--- src/rtl/axi_tdd_ng_pkg.sv ---
// Shared types for the TDD engine.
// state_t is the frame state broadcast from axi_tdd_ng_counter to every
// axi_tdd_ng_channel instance. The channels compare against IDLE, ARMED and RUNNING,
// so the encoding below must stay fixed.
package axi_tdd_ng_pkg;

  typedef enum logic [1:0] {
    IDLE    = 2'b00,
    ARMED   = 2'b01,
    WAITING = 2'b10,
    RUNNING = 2'b11
  } state_t;

endpackage

--- src/rtl/axi_tdd_ng_counter.sv ---
// TDD engine timing master: frame state machine, frame counter and burst counter.
//
// Ports:
//   clk                core clock
//   rst                asynchronous active-high reset
//   tdd_enable         engine enable level from the register map
//   tdd_sync           single-cycle sync pulse (clk domain, external or soft)
//   tdd_startup_delay  cycles from sync to first frame
//   tdd_frame_length   frame length in cycles (0 behaves as 1)
//   tdd_burst_count    frames per burst, 0 = infinite
//   tdd_counter        current counter value
//   tdd_cstate         current state
//   tdd_endof_frame    high during the last cycle of each RUNNING frame
//   tdd_endof_burst    one-cycle pulse after the final frame of a finite burst
//   tdd_running        high while in WAITING or RUNNING
//
// Build option:
//   AXI_TDD_NG_SYNC_RESET_EN  when defined, a sync pulse in WAITING or RUNNING restarts
//                             the sequence exactly as from ARMED. Otherwise sync is
//                             only honoured in ARMED.
//
// All outputs are registered. Register inputs are sampled live and are expected to be
// stable while tdd_enable is high.
module axi_tdd_ng_counter
  import axi_tdd_ng_pkg::*;
#(
  parameter int unsigned REGISTER_WIDTH    = 32,
  parameter int unsigned BURST_COUNT_WIDTH = 32
) (
  input  logic                         clk,
  input  logic                         rst,
  input  logic                         tdd_enable,
  input  logic                         tdd_sync,
  input  logic [REGISTER_WIDTH-1:0]    tdd_startup_delay,
  input  logic [REGISTER_WIDTH-1:0]    tdd_frame_length,
  input  logic [BURST_COUNT_WIDTH-1:0] tdd_burst_count,
  output logic [REGISTER_WIDTH-1:0]    tdd_counter,
  output state_t                       tdd_cstate,
  output logic                         tdd_endof_frame,
  output logic                         tdd_endof_burst,
  output logic                         tdd_running
);

  localparam logic [REGISTER_WIDTH-1:0]    RegZero   = '0;
  localparam logic [REGISTER_WIDTH-1:0]    RegOne    = REGISTER_WIDTH'(1);
  localparam logic [BURST_COUNT_WIDTH-1:0] BurstZero = '0;
  localparam logic [BURST_COUNT_WIDTH-1:0] BurstOne  = BURST_COUNT_WIDTH'(1);

  state_t                       cstate_q, cstate_d;
  logic [REGISTER_WIDTH-1:0]    counter_q, counter_d;
  logic [BURST_COUNT_WIDTH-1:0] burst_q, burst_d;
  logic                         eof_q, eof_d;
  logic                         eob_q, eob_d;
  logic                         running_q, running_d;

  logic [REGISTER_WIDTH-1:0]    frame_last;
  logic                         frame_end;
  logic                         sync_accept;

  // Index of the last cycle of a frame; a zero length behaves as a one-cycle frame.
  assign frame_last = (tdd_frame_length == RegZero) ? RegZero : tdd_frame_length - RegOne;
  assign frame_end  = (counter_q == frame_last);

`ifdef AXI_TDD_NG_SYNC_RESET_EN
  assign sync_accept = tdd_sync && (cstate_q != IDLE);
`else
  assign sync_accept = tdd_sync && (cstate_q == ARMED);
`endif

  always_comb begin
    cstate_d  = cstate_q;
    counter_d = counter_q;
    burst_d   = burst_q;
    eob_d     = 1'b0;

    if (!tdd_enable) begin
      cstate_d  = IDLE;
      counter_d = RegZero;
      burst_d   = BurstZero;
    end else if (sync_accept) begin
      // A restart from WAITING/RUNNING truncates the current frame without a pulse,
      // since eof is recomputed below from the restarted counter.
      burst_d   = tdd_burst_count;
      counter_d = RegZero;
      cstate_d  = (tdd_startup_delay == RegZero) ? RUNNING : WAITING;
    end else begin
      unique case (cstate_q)
        IDLE: begin
          // A sync in the enabling cycle lands here and is dropped.
          cstate_d  = ARMED;
          counter_d = RegZero;
        end
        ARMED: begin
          counter_d = RegZero;
        end
        WAITING: begin
          if (counter_q == tdd_startup_delay - RegOne) begin
            cstate_d  = RUNNING;
            counter_d = RegZero;
          end else begin
            counter_d = counter_q + RegOne;
          end
        end
        RUNNING: begin
          if (frame_end) begin
            counter_d = RegZero;
            if (burst_q != BurstZero) begin
              if (burst_q == BurstOne) begin
                cstate_d = ARMED;
                burst_d  = BurstZero;
                eob_d    = 1'b1;
              end else begin
                burst_d = burst_q - BurstOne;
              end
            end
          end else begin
            counter_d = counter_q + RegOne;
          end
        end
      endcase
    end

    // Derived from next-state values so the registered flag lines up with tdd_counter.
    eof_d     = (cstate_d == RUNNING) && (counter_d == frame_last);
    running_d = (cstate_d == WAITING) || (cstate_d == RUNNING);
  end

  always_ff @(posedge clk or posedge rst) begin
    if (rst) begin
      cstate_q  <= IDLE;
      counter_q <= RegZero;
      burst_q   <= BurstZero;
      eof_q     <= 1'b0;
      eob_q     <= 1'b0;
      running_q <= 1'b0;
    end else begin
      cstate_q  <= cstate_d;
      counter_q <= counter_d;
      burst_q   <= burst_d;
      eof_q     <= eof_d;
      eob_q     <= eob_d;
      running_q <= running_d;
    end
  end

  assign tdd_counter     = counter_q;
  assign tdd_cstate      = cstate_q;
  assign tdd_endof_frame = eof_q;
  assign tdd_endof_burst = eob_q;
  assign tdd_running     = running_q;

endmodule
--- config.mk ---
export PLATFORM = sky130hd
export DESIGN_NAME = axi_tdd_ng_counter
export DESIGN_NICKNAME = d
export VERILOG_FILES = /design/src/rtl/axi_tdd_ng_pkg.sv /design/src/rtl/axi_tdd_ng_counter.sv
export SDC_FILE = /design/constraint.sdc
export NUM_CORES = 1
export LEC_CHECK = 0
export CAP_MARGIN = 5
export CORE_ASPECT_RATIO = 1.25
export CORE_MARGIN = 2
export CORE_UTILIZATION = 30
export DETAILED_ROUTE_END_ITERATION = 6
export GPL_TIMING_DRIVEN = 1
export SLEW_MARGIN = 20
export SYNTH_ARGS = -nofsm -noshare
export SYNTH_HDL_FRONTEND = slang
export SYNTH_SLANG_ARGS = --single-unit
--- constraint.sdc ---
create_clock -name clk -period 3.3 [get_ports clk]
set_input_delay 0.33 -clock clk [delete_from_list [all_inputs] [get_ports clk]]
set_output_delay 0.33 -clock clk [all_outputs]
set_load 0.01 [all_outputs]
==> summary.txt <==
Status
  • Outcome: finished, violations left
  • Failing checks: setup timing

Finish
  • Ant diodes: 0
  • Final Cell Area: 0.0144 mm2
  • Area grow syn2layout: 73.6%
  • Layout cells sized above 1: 39.4%
  • Final Non-Filler Cells: 2001
  • Nets@finish: 1752

Clocking
  • CTS clk-pin slew, worst paths: 0.05 ns
  • CTS tree: done
  • CTS buffer count: 9
  • CTS Root Cell: clkbuf_16
  • H-tree depth: 3
  • Clock sink count: 69
  • Hold-fix buffer count after cts: 0
  • CTS Buffer Depth: 2
  • Clock Latency Late Sink: 0.35 ns

STA
  • Tmin final: about 4.3 ns
  • Highest clock rate: approximately 0.23 GHz
  • Setup slack after layout: -1.04 ns
  • Setup violators final: 68
  • Unrepaired setup endpoints after global routing: yes
  • Final Hold Vio Count: 0
  • Skew final: 0.00725 ns
  • Period utilisation layout: 132%
  • Least-Margin Pin Slew: 1.10 ns
  • Max-slew headroom: a little over a quarter
  • Slew Limit Fails: 0

Die
  • Rows: 68
  • Core area: 0.0274 mm2
  • Width of the chip: 153 um
  • Die Footprint: 0.0290 mm2
  • Initial Util: 30.3%
  • Die Ht: roughly 190 um
  • Num ports: 137

Critical path
  • R2R Setup Slk: -0.82 ns
  • R2r startpoint: tdd_counter[1]$_DFF_PP0_
  • Worst reg2reg path depth: 15
  • Setup crit start kind: input pin
  • Critical path type: in2reg
  • Worst Setup End Kind: register
  • Critical Path RT: between 3 and 4 ns
  • Crit Reg-Reg Endpoint: tdd_endof_frame$_DFF_PP0_
  • Worst path arrival time: 4.58 ns
  • Critical Path Fanout Max: 5

Detailed routing
  • Vias: 11431
  • Routed length per placed instance: 20.8 um
  • Total wire length: 41700 um
  • Initial DRT Pass Iterations: 5
  • Drt first-iter violations: 838
  • ANT nets after route: 0
  • Via-to-Cell Ratio: between 5 and 6
  • DR DRC count: 0

Power
  • Leak: about 5.9 nW
  • Pwr per Cell Area: ~250 mW/mm2
  • Pwr Total: between 0.003 and 0.004 W
  • Peak supply drop: 280 uV

Run
  • Maxcap violations: 0

Global routing
  • Pin count of the biggest net entering global routing: 40
  • Grt total ovfl: 0
  • Initial antenna violation count: 0
  • First-pass GRT wire length: 62200 um
  • GRT Util Overall: 27.5%
  • Number of global-route vias before repair: 11108

Logic synthesis
  • Yosys top cell by area: dfrtp_1
  • Number of synthesized flops with an enable pin: 0
  • Synth unique cells: 98
  • Post-Syn Nets: 1247
  • #FFs+latches synth: 69
  • Synth warn: 0
  • Syn Std Cell Area: 0.00831 mm2
  • Proportion of netlist area held by the largest area contributor: around a fifth
  • Fraction of registers with async set/reset: 100%
  • Top post-synthesis cells by area: dfrtp_1, xnor2_1, nor2_1
  • Post-synth top flop: dfrtp_1
  • Register area share after synthesis: 20.8%
  • Synthesized instance count: 1142
  • Syn_area_per_cell: 7.27 um2

Place
  • Port bufs: 136
  • Post-DP HPWL: between 30000 and 40000 um
  • Post-placement cell area: 0.0128 mm2
  • Pre-CTS WS: -1.81 ns
  • Gpl congestion: 1.01
  • Placed Cells: just under 2000

Min path
  • HP Class: in2async
[where the power goes]
group / internal (W) / switching, W / leakage, nW
clock network: 0.000579 / 0.000367 / 0.132
registers: 0.000937 / 0.000113 / 0.945
logic: 0.000742 / 0.000852 / 4.81
total: 0.00226 / 0.00133 / 5.89
[placed cells by master, fill, tap and decap left out, types with 8 or more instances in the layout]
cell type / count
a32oi_1: 13
buf_6: 28
clkdlybuf4s50_1: 105
buf_12: 9
or2_2: 11
or4_4: 12
inv_1: 28
nand4_1: 27
xnor2_1: 62
o21ai_2: 33
o21ai_0: 26
nand2b_1: 9
or3_1: 11
a31oi_1: 12
nor3_1: 70
buf_4: 390
o31ai_1: 11
nor2_4: 10
and3_1: 13
nor4_4: 12
nor2_2: 15
o22ai_1: 8
o21ai_1: 27
nor3_4: 8
a21oi_1: 51
nor2b_1: 9
or4_1: 9
dfrtp_1: 69
clkbuf_2: 8
nor2_1: 114
nand3_1: 40
nand2_1: 75
or3_4: 10
clkbuf_16: 13
xor2_1: 42
a22oi_1: 17
nor4_1: 33
[flip-flops by register name, summed over array words and instances, names as in the netlist]
name             flops
burst_q             32
tdd_counter         32
tdd_cstate           2
tdd_endof_burst      1
tdd_endof_frame      1
tdd_running          1
[routing by layer]
| layer | global-route usage (%) | share of wire (%) | wire length, um |
|---|---|---|---|
| met4 | 18.1 | 7.8 | 3250 |
| met3 | 4.65 | 6.7 | 2780 |
| met5 | 0 | 0 | 0 |
| met2 | 48.0 | 48 | 20100 |
| met1 | 30.8 | 37 | 15600 |
[per-stage QoR]
stage	util [%]	TNS (ns)	hold slack, ns
2_1_floorplan	-	-45.15	0.471
3_3_place_gp	46.8	-87.39	0.487
3_5_place_dp	46.8	-90.14	0.498
4_1_cts	49.8	-35.71	0.512
5_1_grt	52.6	-49.08	0.524
6_report	52.6	-43.56	0.478
[cell type report]
cell class | instances | area (um2)
clock buffer | 11 | 233
clock inverter | 4 | 50.0
fill | 2626 | 13000
inverter | 31 | 124
multi-input combinational | 968 | 6980
sequential | 69 | 1730
tap | 350 | 438
timing repair buffer | 568 | 4860
[logic make-up after synthesis]
family,after synthesis,share of synthesized area [%]
xor+xnor,109,11.5
compound gates,294,23.3
flops,69,20.8
mux,11,1.40
simple gates,548,36.0
buf+inv,106,6.27
fa+ha+maj,5,0.753
[how the worst max path moves through the flow]
stage                          from                        end  cells past startpoint
4_1_cts         tdd_frame_length[3]  tdd_endof_frame$_DFF_PP0_                     15
2_1_floorplan   tdd_frame_length[0]  tdd_endof_frame$_DFF_PP0_                     18
5_1_grt         tdd_frame_length[3]  tdd_endof_frame$_DFF_PP0_                     17
3_3_place_gp    tdd_frame_length[3]  tdd_endof_frame$_DFF_PP0_                     14
6_report        tdd_frame_length[3]  tdd_endof_frame$_DFF_PP0_                     17
3_5_place_dp   tdd_frame_length[10]  tdd_endof_frame$_DFF_PP0_                     15
[synth_stat cells, types with 5 or more instances]
| cell type | n |
|---|---|
| nor2_1 | 136 |
| o21ai_0 | 92 |
| nand2_1 | 76 |
| nor3_1 | 76 |
| dfrtp_1 | 69 |
| xnor2_1 | 64 |
| a21oi_1 | 53 |
| clkbuf_1 | 50 |
| xor2_1 | 45 |
| nor4_1 | 44 |
| nand3_1 | 42 |
| inv_1 | 31 |
| nand4_1 | 27 |
| or3_1 | 18 |
| or4_1 | 18 |
| a22oi_1 | 17 |
| a32oi_1 | 13 |
| and3_1 | 13 |
| or2_2 | 13 |
| a211oi_1 | 12 |
| a31oi_1 | 12 |
| o31ai_1 | 12 |
| nand2b_1 | 9 |
| nor2b_1 | 9 |
| nor3b_1 | 9 |
| o22ai_1 | 9 |
| a21o_1 | 7 |
| and2_1 | 7 |
| buf_6 | 7 |
| mux2i_1 | 6 |
| o2111ai_1 | 6 |
| a221oi_1 | 5 |
| buf_1 | 5 |
| clkbuf_8 | 5 |
| ha_1 | 5 |
| nor4_2 | 5 |
| o211ai_1 | 5 |
| o32ai_1 | 5 |
[critical path, stage by stage]
cell	delay, ns
buf_6	0.09
or4_4	0.57
buf_6	0.15
buf_4	0.15
nor4_4	0.15
buf_4	0.19
nand4b_1	0.13
xor2_1	0.26
o311ai_2	0.13
or4_4	0.57
nor4_4	0.39
nand4_4	0.23
a31o_4	0.28
mux2i_1	0.14
o221ai_1	0.12
or3_4	0.35
a2111oi_4	0.36
[timing repair]
item                                   CTS  global route
buffers inserted                        22            20
pin swaps                               42            83
endpoints found under the hold margin    0             0
gates cloned                             1             5
setup endpoints to repair               69            69
resized for setup                      128           215
(Power assumes the default switching activity.)
